==> config.mk <==
export PLATFORM = sky130hd
export DESIGN_NAME = riscv_boot_ctrl
export DESIGN_NICKNAME = d
export VERILOG_FILES = /design/src/rtl/riscv_boot_ctrl.sv
export SDC_FILE = /design/constraint.sdc
export NUM_CORES = 1
export LEC_CHECK = 0
export BUFFER_PORTS_ARGS = -buffer_cell sky130_fd_sc_hd__buf_4
export CORE_AREA = 2 2 82 84
export DETAILED_ROUTE_END_ITERATION = 7
export DIE_AREA = 0 0 84 86
export PLACE_DENSITY = 0.83
export SETUP_SLACK_MARGIN = 0.15
export SYNTH_ARGS = -nofsm -noshare
export SYNTH_HDL_FRONTEND = slang
export SYNTH_SLANG_ARGS = --single-unit
==> constraint.sdc <==
create_clock -name clk -period 3 [get_ports clk]
set_input_delay 0.15 -clock clk [delete_from_list [all_inputs] [get_ports clk]]
set_output_delay 0.15 -clock clk [all_outputs]
set_load 0.02 [all_outputs]
==> src/rtl/riscv_boot_ctrl.sv <==
// -----------------------------------------------------------------------------
// riscv_boot_ctrl
//
// Boot / in-system-programming sequencer for the RISC-V core. Sits between the
// UART programmer (uart_bmpg_0) and the ifetch / riscv_io_bridge programming
// ports. A debounced press of start_pg releases the programmer from reset and
// holds the core in reset. Programmer writes are forwarded to instruction
// memory (adr[14]=0) or data memory (adr[14]=1). After the programmer reports
// done, the core stays in reset for RELEASE_DELAY cycles before running again.
//
// Optional build macro: BOOT_CTRL_TIMEOUT_EN
//   When defined, a session that has accepted at least one write and then sees
//   TIMEOUT_CYCLES consecutive idle cycles is ended as if upg_done_i had been
//   seen, and err_o is set.
//
// Ports:
//   clk          system clock, all logic on posedge
//   rst          synchronous active-high reset
//   start_pg     raw programming button
//   upg_wen_i    programmer write strobe
//   upg_adr_i    programmer word address, bit 14 selects dmem(1)/imem(0)
//   upg_dat_i    programmer write data
//   upg_done_i   programmer finished
//   upg_rst_o    programmer reset (1 = held in reset)
//   cpu_rst_o    core reset (combinational: rst or programming in progress)
//   imem_wen_o   instruction memory write pulse
//   dmem_wen_o   data memory write pulse
//   mem_adr_o    programming word address
//   mem_dat_o    programming write data
//   prog_busy_o  high in ARM, PROG or RELEASE
//   word_cnt_o   writes accepted in the current/last session (saturating)
//   err_o        sticky protocol error
// -----------------------------------------------------------------------------
module riscv_boot_ctrl #(
  parameter int DEBOUNCE_CYCLES = 16,
  parameter int RELEASE_DELAY   = 8,
  parameter int TIMEOUT_CYCLES  = 1000000
) (
  input  logic        clk,
  input  logic        rst,
  input  logic        start_pg,
  input  logic        upg_wen_i,
  input  logic [14:0] upg_adr_i,
  input  logic [31:0] upg_dat_i,
  input  logic        upg_done_i,
  output logic        upg_rst_o,
  output logic        cpu_rst_o,
  output logic        imem_wen_o,
  output logic        dmem_wen_o,
  output logic [13:0] mem_adr_o,
  output logic [31:0] mem_dat_o,
  output logic        prog_busy_o,
  output logic [15:0] word_cnt_o,
  output logic        err_o
);

  if (DEBOUNCE_CYCLES < 1 || RELEASE_DELAY < 1 || TIMEOUT_CYCLES < 1) begin : g_bad_param
    $error("riscv_boot_ctrl: DEBOUNCE_CYCLES, RELEASE_DELAY and TIMEOUT_CYCLES must be >= 1");
  end

  typedef enum logic [1:0] {
    ST_RUN,
    ST_ARM,
    ST_PROG,
    ST_RELEASE
  } state_t;

  localparam int DEB_W = $clog2(DEBOUNCE_CYCLES + 1);
  localparam int REL_W = $clog2(RELEASE_DELAY + 1);
  localparam logic [DEB_W-1:0] DEB_LAST = DEB_W'(DEBOUNCE_CYCLES - 1);
  localparam logic [REL_W-1:0] REL_LAST = REL_W'(RELEASE_DELAY - 1);

  state_t             state;
  logic               start_prev;
  logic [DEB_W-1:0]   deb_cnt;
  logic [DEB_W-1:0]   deb_inc;
  logic [REL_W-1:0]   rel_cnt;
  logic               timeout;

  // The edge cycle in RUN is the first high cycle, so PROG is entered on the
  // DEBOUNCE_CYCLES-th consecutive high cycle.
  assign deb_inc = deb_cnt + 1'b1;

`ifdef BOOT_CTRL_TIMEOUT_EN
  localparam int IDLE_W = $clog2(TIMEOUT_CYCLES + 1);
  localparam logic [IDLE_W-1:0] IDLE_LAST = IDLE_W'(TIMEOUT_CYCLES - 1);

  logic [IDLE_W-1:0] idle_cnt;

  // Idle time only counts once the session has accepted a write, so a slow
  // programmer start-up is never mistaken for a stalled session.
  always_ff @(posedge clk) begin
    if (rst || state != ST_PROG || upg_wen_i) begin
      idle_cnt <= '0;
    end else if (word_cnt_o != 16'd0) begin
      idle_cnt <= idle_cnt + 1'b1;
    end
  end

  assign timeout = (state == ST_PROG) && !upg_wen_i &&
                   (word_cnt_o != 16'd0) && (idle_cnt == IDLE_LAST);
`else
  assign timeout = 1'b0;
`endif

  // NOTE: sequential state uses non-blocking assignments only, so every
  // register in this block samples the values from before the clock edge.
  always_ff @(posedge clk) begin
    if (rst) begin
      state      <= ST_RUN;
      start_prev <= 1'b1;   // a button held through reset must not arm
      deb_cnt    <= '0;
      rel_cnt    <= '0;
      upg_rst_o  <= 1'b1;
      imem_wen_o <= 1'b0;
      dmem_wen_o <= 1'b0;
      mem_adr_o  <= '0;
      mem_dat_o  <= '0;
      word_cnt_o <= '0;
      err_o      <= 1'b0;
    end else begin
      start_prev <= start_pg;
      imem_wen_o <= 1'b0;
      dmem_wen_o <= 1'b0;

      case (state)
        ST_RUN: begin
          if (start_pg && !start_prev) begin
            state   <= ST_ARM;
            deb_cnt <= '0;
          end
        end

        ST_ARM: begin
          if (!start_pg) begin
            state <= ST_RUN;
          end else if (deb_inc >= DEB_LAST) begin
            state      <= ST_PROG;
            upg_rst_o  <= 1'b0;
            word_cnt_o <= '0;
            err_o      <= 1'b0;
          end else begin
            deb_cnt <= deb_inc;
          end
        end

        ST_PROG: begin
          if (upg_wen_i) begin
            imem_wen_o <= ~upg_adr_i[14];
            dmem_wen_o <=  upg_adr_i[14];
            mem_adr_o  <=  upg_adr_i[13:0];
            mem_dat_o  <=  upg_dat_i;
            if (word_cnt_o != 16'hFFFF) begin
              word_cnt_o <= word_cnt_o + 16'd1;
            end
          end
          if (upg_done_i || timeout) begin
            state   <= ST_RELEASE;
            rel_cnt <= '0;
            // done with nothing ever written is a protocol error
            if (timeout || (word_cnt_o == 16'd0 && !upg_wen_i)) begin
              err_o <= 1'b1;
            end
          end
        end

        ST_RELEASE: begin
          if (upg_wen_i) begin
            err_o <= 1'b1;        // late write, dropped
          end
          if (rel_cnt == REL_LAST) begin
            state     <= ST_RUN;
            upg_rst_o <= 1'b1;
          end else begin
            rel_cnt <= rel_cnt + 1'b1;
          end
        end

        default: begin
          state     <= ST_RUN;
          upg_rst_o <= 1'b1;
        end
      endcase
    end
  end

  // NOTE: cpu_rst_o is deliberately combinational so the core sees rst in the
  // same cycle it is asserted; it is a continuous assign, so no latch risk.
  assign cpu_rst_o   = rst || (state == ST_PROG) || (state == ST_RELEASE);
  assign prog_busy_o = (state != ST_RUN);

endmodule

After elaboration in Yosys (flattened, before gate mapping)
Cells that the tools add are included.
Storage, ports and cells
  bits in registers: 78
  input bits: 52
  output and inout port bits: 68
  logic and storage cells: 83
Cells by class
  $add $sub $neg: 3
  $lt $le $gt $ge: 1
  equality and inequality tests: 17
  muxes and demuxes: 26
  bitwise gates (word level): 3
  reductions and logical operators: 22
Operators by type and width (number)
  16-bit two-way mux: 4
  16-bit case mux with 2 select lines: 1
  2-bit inequality test (second input constant): 11
  16-bit by 1-bit adder with 16-bit output (second input constant): 1
  16-bit zero test: 1
  16-bit inequality test (second input constant): 1
  5-bit two-way mux: 3
  4-bit AND reduction: 3
  2-bit two-way mux: 5
  5-bit case mux with 2 select lines: 1
  2-bit nonzero test: 5
  4-bit two-way mux: 2
  2-bit case mux with 4 select lines: 1
  4-bit case mux with 2 select lines: 1
  1-bit two-way mux: 6
  6-bit AND reduction: 1
  5-bit by 1-bit adder with 5-bit output (second input constant): 1
  5-bit by 4-bit >= comparator with 1-bit output (second input constant): 1
  5-bit AND reduction: 1
  4-bit by 1-bit adder with 4-bit output (second input constant): 1
  2-bit == test (second input constant): 2
  4-bit by 3-bit == test with 1-bit output (second input constant): 1
  3-bit inequality test (second input constant): 1
  1-bit NOT: 3
  other kinds (11): 14

Longest topological paths before layout
Gate-level depths: netlist of run 1.
  depth in word-level cells: 5
  depth in mapped cells: 8
  gate-level depth less buffers: 7

Worst setup path before layout of run 1
No wires, ideal clock.
  path type: register -> register
  from: reg word_cnt_o[1]
  to: reg word_cnt_o[1]
  setup time: 0.116 ns
  arrival time: 1.657 ns
  data required time: 2.884 ns
  slack: 1.227 ns
  cell stages (with the launch flop): 7
  buffers on the path: 0
  period minus slack after synthesis: 1.773 ns
  cells stage by stage: dfxtp_1 ha_1 nand4_1 or2_4 o21ai_2 nor4_1 a41o_1
On the way
  word-level cells in the longest chain between the ends: 4
  elaborated cells between the ends (all ways): 7
  classes of those cells: 1 x add/sub; 2 x eq/ne; 3 x mux; 1 x reduce/logical
RTL lines
  start: declaration: line 53  | output logic [15:0] word_cnt_o,
  start signal: assignment: line 154  | word_cnt_o <= word_cnt_o + 16'd1;
  16-bit by 1-bit adder with 16-bit output: line 154
  16-bit two-way mux: line 153  | if (word_cnt_o != 16'hFFFF) begin
  16-bit two-way mux: line 148  | if (upg_wen_i) begin
  16-bit case mux with 2 select lines: line 126  | case (state)
Parallel ways exist; a longest one is shown, timed or not. The select of a mux whose other input is x is not followed.
A chain may end at the register's enable or synchronous reset.

Worst setup path after layout of run 1
  from: reg deb_cnt[0]
  to: reg word_cnt_o[15]
On the way
  word-level cells in the longest chain between the ends: 4
RTL lines
  start: declaration: line 75  | logic [DEB_W-1:0] deb_cnt;
  start signal: assignment: line 143  | deb_cnt <= deb_inc;
  5-bit by 1-bit adder with 5-bit output: line 82  | assign deb_inc = deb_cnt + 1'b1;
  5-bit by 4-bit >= comparator with 1-bit output: line 137  | end else if (deb_inc >= DEB_LAST) begin
  2-bit inequality test (no line)
  5-bit AND reduction (no line)
No other way between the ends.

==> impl_results.md, run 1 <==
- Power, Total: about 1.8 mW
- Worst Max-Slew Pin Slew: 0.6109 ns
- Initial DRC count: 210
- Final Cycle Share: between 60% and 70%
- Clock latency on the worst-skew pair: 0.36 ns
- Setup Total Neg Slack: 0 ns
- Post-Syn Area: 3262 um^2
- Number of enable flip-flop cells after synthesis: 0
- Flop and latch count out of synthesis: 78
- GRT Util Overall: 22.56%
- Final antenna diode count: 0
- Post-synthesis sequential area ratio: 47.87%
- 1st-pass router iterations: 4
- Die area: 7224 um^2
- Top Family by Delay on Critical Path: compound AO/OA/AOI/OAI gates
- Post-synth cell types: 50
- First-pass GRT wire length: around 13000 um
- Syn Area/Cell: 8.342 um^2
- Syn Inst Count: 391
- HP Class: input port to flop
- # setup viols final: 0
- Fmax: 501.7 MHz
- Static leakage: 1.774 nW
- Critical-path top delay cell: dfxtp_1
- Setup ws final: about 1 ns
- Crit path cell chain: inv_1, ha_1, nor2_1, a2bb2o_1, o22ai_1, a21o_2, nor3_1
- CTS HTree Levels: 3
- Final Cell Area: 4348 um^2
- Core Region: ~6300 um^2
- Setup WS pre-CTS: 1.039 ns
- CTS max path bufs: 2
- Number of global-route vias before repair: 3029
- CP endpoint kind: flop
- Finished Layout Cells: 586
- Drt wl/cell: roughly 14 um
- Largest stage delay on the critical path: 0.41 ns
- Status: finished, final reports clean
- HPWL Detailed: 5609 um
- Placed cell area: 4158 um^2
- Chip height: 86 um
- Resized cells post-CTS: 0
- Synth Flop Type: dfxtp_1
- Crit path kind: flop to flop
- Crit path arrival time: 2.23 ns
- Final core utilization: 69.26%
- Placed Cells: between 500 and 600
- # IOs: 120
- Max transition margin: about three fifths
- Routability congestion estimate: 0.9091
- # rows: 29
- Setup bufs post-CTS: 0
- Synth-to-layout area growth: 33.29%
- Tmin final: 1.993 ns
- Vias per cell: 5.206
- Final nets: 561
- RSZ-0062 raised after global routing: false
- Share of layout cells above drive strength 1: 29.67%
- Synth warnings: 0
- Root buffer cell: clkbuf_8
- Buf+Inv Stages, Crit Path: 1
- Worst Setup Start Kind: flop
- Die Span X: 84 um
- Power density cells: roughly 430 nW/um^2
- Worst Path Max Fanout: 15
- Initial antenna violation count: 0
- Final hold vios: 0
- # clock sinks: around 80
- Syn Nets: between 400 and 500
- CTS tree: done
- Peak VDD IR: 0.2859 mV
- Initial Util: 51.96%
- Register clock-pin slew on the reported worst setup and hold paths: 0.08 ns
- Final WL: 7916 um
- Overflow after GRT: 0
- CP required: 3.24 ns
- ANT nets after route: 0
- Final worst hold slack: 0.01593 ns
- Drt drc: 0
- Buffers added on ports: 119
- Largest net degree at the start of global routing: 61
- MaxCap Viol Count: 0
- Asr flop ratio synth: 0%
- TritonCTS Buffers: 9
- Slew Limit Fails: 0
- Clock skew: 0.006905 ns
- Vias: 3051
## layout by cell type, fill, tap and decap left out, types with 2 or more instances in the layout
cell      Yosys  routed
a21o_1        2       2
a21oi_1      53      53
a31oi_1       2       2
and3_1        6       6
and3b_1       2       2
and4_1        4       4
buf_4         0     121
clkbuf_8      0       9
clkinv_4      0       3
dfxtp_1      78      78
ha_1          5       5
inv_1         5       5
inv_6         0       2
nand2_1     106     106
nand2b_1      4       4
nand3_1      11      11
nand4_1       8       8
nor2_1       19      19
nor3_1        6       6
nor3_2        2       2
nor3b_1       2       2
nor4_1        4       4
nor4b_1       2       2
o21a_1        3       3
o21ai_0       6       6
o21ai_1       2       2
o21ai_2       2       2
or3_1         2       2
xor2_1       13      13
## sequential cells by signal (all words and copies together), names as in the netlist, named ones only
register,count
mem_dat_o,32
word_cnt_o,16
mem_adr_o,14
deb_cnt,5
rel_cnt,4
dmem_wen_o,1
err_o,1
imem_wen_o,1
start_prev,1
state,1
upg_rst_o,1
## cell usage after synthesis, types with 5 or more instances
cell      instances  area (um^2)
a21oi_1          53        265.3
and3_1            6        37.54
buf_2             9        45.04
clkbuf_1          8        30.03
dfxtp_1          78         1562
ha_1              5        62.56
inv_1             5        18.77
nand2_1         106        397.9
nand3_1          11        55.05
nand4_1           8        50.05
nor2_1           19        71.32
nor3_1            6        30.03
o21ai_0           6        30.03
xor2_1           13        113.9
## per-layer routing
metal  global-route usage [%]  routed length, um
met1                    25.21               3296
met4                    9.971                143
met3                    4.716                410
met5                        0                  0
met2                    41.45               4066
## area by class of cell
cell class	count	area, um^2
inverter	6	22.52
clock inverter	7	56.30
tap	77	96.34
multi-input combinational	287	1569
clock buffer	9	123.9
fill	548	1929
timing repair buffer	122	918.4
sequential	78	1562
## power breakdown
group | internal, mW | switching (mW)
Combinational | 0.0533 | 0.0387
Clock | 0.308 | 0.408
Sequential | 1.04 | 0.00401
## cells by family after synthesis
group	count (synthesis)	share of synthesized area [%]
adders and majority gates	5	1.918
xor gates and xnor gates	14	3.989
AOI/OAI and AO/OA	81	14.65
and+or+nand+nor	187	27.54
buffers and inverters	26	4.027
DFF	78	47.87
## worst paths after layout
| check | to | from | slack, ns | depth (start not counted) |
|---|---|---|---|---|
| worst max-delay path | word_cnt_o[15]$_SDFFE_PP0P_ | deb_cnt[0]$_SDFFE_PP0P_ | 1.01 | 7 |
| worst min-delay path | start_prev$_SDFF_PP1_ | start_pg | 0.02 | 2 |
| worst max register to register | word_cnt_o[15]$_SDFFE_PP0P_ | deb_cnt[0]$_SDFFE_PP0P_ | 1.01 | 7 |
| worst min register to register | mem_dat_o[12]$_SDFFE_PP0P_ | mem_dat_o[12]$_SDFFE_PP0P_ | 0.46 | 2 |
## timing repair
item                                   4_1_cts  5_1_grt
setup endpoints to repair                    0        0
endpoints found under the hold margin        1        0
hold buffers                                 1        0
Note: power is estimated with default switching activity, not from simulation.
==> run 2, diff against run 1 <==
--- a/config.mk
+++ b/config.mk
@@ -6,10 +6,10 @@
 export NUM_CORES = 1
 export LEC_CHECK = 0
 export BUFFER_PORTS_ARGS = -buffer_cell sky130_fd_sc_hd__buf_4
-export CORE_AREA = 2 2 82 84
+export CORE_AREA = 2 2 85 87
 export DETAILED_ROUTE_END_ITERATION = 7
-export DIE_AREA = 0 0 84 86
-export PLACE_DENSITY = 0.83
+export DIE_AREA = 0 0 87 89
+export PLACE_DENSITY = 0.78
 export SETUP_SLACK_MARGIN = 0.15
 export SYNTH_ARGS = -nofsm -noshare
 export SYNTH_HDL_FRONTEND = slang
==> constraint.sdc (replaced) <==
create_clock -name clk -period 1.95 [get_ports clk]
set_input_delay 0.0975 -clock clk [delete_from_list [all_inputs] [get_ports clk]]
set_output_delay 0.0975 -clock clk [all_outputs]
set_load 0.02 [all_outputs]
==> run 2 against run 1 <==
Compared with the run above:
- clock skew grew 0.0022 ns
- critical path depth is the same
- clock-buffer cell count grew 2
- worst hold slack lost 0.011 ns
- wire length grew 20%
- register-to-register slack lost 0.82 ns
- sequential share of layout area shrank 4.3 points
- via count grew 9.3%
- global-route usage grew 1.4 points
- core utilization grew 4.4 points
- maximum frequency grew 13%
- critical path type unchanged
- critical endpoint is now word_cnt_o[1]$_SDFFE_PP0P_
- largest cell class unchanged
==> impl_results.md, run 2 (synthesized netlist as in run 1, its figures left out) <==
- Status: finished, final reports clean
- TritonCTS Buffers: 9
- Most common cell after layout, fill and taps aside: buf_4
- Power density cells: 663.1 nW/um^2
- Routability congestion estimate: 0.8662
- Chip height: 89 um
- Slew Limit Fails: 0
- Buffers added on ports: 119
- RSZ-0062 raised after global routing: true
- ANT nets after route: 0
- Crit path arrival time: roughly 2.0 ns
- Placed Cells: 576
- Fmax: 568.0 MHz
- Peak VDD IR: 0.4225 mV
- Drt drc: 0
- Pint: ~2.6 mW
- Max FFs per register: 32
- Number of global-route vias before repair: ~3200
- Drt wl/cell: 14.90 um
- Biggest register: mem_dat_o
- # setup viols final: 0
- GRT Util Overall: 23.92%
- CP required: 2.18 ns
- CTS HTree Levels: 3
- HPWL Detailed: approximately 5700 um
- # IOs: 120
- Core Region: 6719 um^2
- Initial DRC count: 216
- Critical-path top delay cell: dfxtp_2
- Comb pwr share: under 10%
- Share of layout cells above drive strength 1: 28.85%
- CTS max path bufs: 2
- Clock latency on the worst-skew pair: 0.35 ns
- Overflow after GRT: 0
- Final hold vios: 0
- Switching Share: a little over a fifth
- Final nets: 610
- Die Span X: 87 um
- Register clock-pin slew on the reported worst setup and hold paths: 0.08 ns
- Final antenna diode count: 0
- Initial Util: 48.55%
- Worst Path Max Fanout: 4
- # clock sinks: 78
- Worst Setup Start Kind: flop
- Static leakage: 2.020 nW
- Initial antenna violation count: 0
- Setup Total Neg Slack: 0 ns
- CTS tree: done
- Synth-to-layout area growth: 51.67%
- Largest net degree at the start of global routing: between 40 and 50
- Sequential share of power: around half
- # rows: 30
- HP Class: input port to flop
- Die area: 7743 um^2
- MaxCap Viol Count: 0
- Worst Max-Slew Pin Slew: 0.4928 ns
- Tmin final: between 1.5 and 2 ns
- CP endpoint kind: flop
- Max transition margin: 67.14%
- Commonest cells after routing, fill and taps aside: buf_4, nand2_1, dfxtp_1
- Clock network fraction of total power: 44.2%
- Final Cell Area: 4947 um^2
- Final WL: 9506 um
- Root buffer cell: clkbuf_8
- Biggest regs: mem_dat_o x32, word_cnt_o x16, mem_adr_o x14
- Crit path kind: flop to flop
- Vias: approximately 3300
- Vias per cell: 5.226
- First-pass GRT wire length: 14710 um
- Final Cycle Share: approximately 90%
- Finished Layout Cells: 638
- Largest stage delay on the critical path: 0.34 ns
- Crit path cell chain: inv_1, ha_1, nor2_1, a2bb2o_4, o22ai_4, nand2_2, a41o_1
- Clock skew: 0.009079 ns
- Placed cell area: 4204 um^2
- 1st-pass router iterations: 4
- Switching pwr: 684.4 uW
==> run 2: cell count changes in the layout (fill, tap and decap cells not counted), sizes merged <==
| cell | before | now |
|---|---|---|
| inv | 8 | 7 |
| bufinv | 0 | 3 |
| clkbuf | 9 | 11 |
| a21o | 3 | 4 |
| dlygate4sd3 | 1 | 45 |
| clkinv | 4 | 0 |
| buf | 121 | 125 |
==> run 2: metrics by stage <==
| step | power (mW) | hold WS (ns) | setup slack, ns | utilization (%) |
|---|---|---|---|---|
| 2_1_floorplan | 1.685 | 0.1743 | 0.1769 | - |
| 3_3_place_gp | 1.782 | 0.2678 | 0.1181 | 62.57 |
| 3_5_place_dp | 1.784 | 0.2733 | 0.05172 | 62.57 |
| 4_1_cts | 3.280 | 0.0001652 | 0.1434 | 73.11 |
| 5_1_grt | 3.386 | 0.01621 | 0.1295 | 73.63 |
| 6_report | 3.281 | 0.004791 | 0.1896 | 73.63 |
==> run 2: final timing paths <==
kind | slack [ns] | depth (start not counted) | start | end
worst max-delay path | 0.19 | 7 | deb_cnt[0]$_SDFFE_PP0P_ | word_cnt_o[1]$_SDFFE_PP0P_
worst min-delay path | 0.005 | 3 | upg_adr_i[13] | mem_adr_o[13]$_SDFFE_PP0P_
worst max register to register | 0.19 | 7 | deb_cnt[0]$_SDFFE_PP0P_ | word_cnt_o[1]$_SDFFE_PP0P_
worst min register to register | 0.46 | 2 | mem_dat_o[29]$_SDFFE_PP0P_ | mem_dat_o[29]$_SDFFE_PP0P_
==> run 2: power by group through the flow <==
stage | clock network [mW] | registers (mW) | logic, mW
floorplan | 0 | 1.64 | 0.0480
global placement | 0 | 1.64 | 0.144
detailed placement | 0 | 1.64 | 0.145
CTS | 1.46 | 1.60 | 0.220
global route | 1.54 | 1.60 | 0.244
finish | 1.45 | 1.60 | 0.229
==> run 2: final cells by class <==
class / instances / area, um^2
clock inverter: 5 / 106.4
timing repair buffer: 170 / 1401
multi-input combinational: 288 / 1620
clock buffer: 11 / 131.4
sequential: 78 / 1565
inverter: 6 / 22.52
fill: 499 / 1772
tap: 80 / 100.1
==> run 2: layer usage <==
metal  vias to the layer above  GRT usage, %  wire [um]
met2                        93         41.50       4877
li1                       1660             -          -
met4                         0         11.36        254
met5                         -             0          0
met3                        24         5.540        423
met1                      1557         28.00       3951
==> run 2: what timing repair did <==
item / in CTS / in global routing
setup buffers: 0 / 0
gates resized for setup: 3 / 9
cloned: 0 / 1
hold buffers: 45 / 0
endpoints found under the setup margin: 18 / 24
pin swaps: 1 / 3
hold endpoints to repair: 46 / 0
==> run 2: critical path, delay by kind of cell, from the launching register on <==
family,cells,cell delay (ns)
compound gates,3,0.70
fa+ha+maj,1,0.29
simple gates,2,0.28
buf+inv,1,0.04
flops,1,0.34
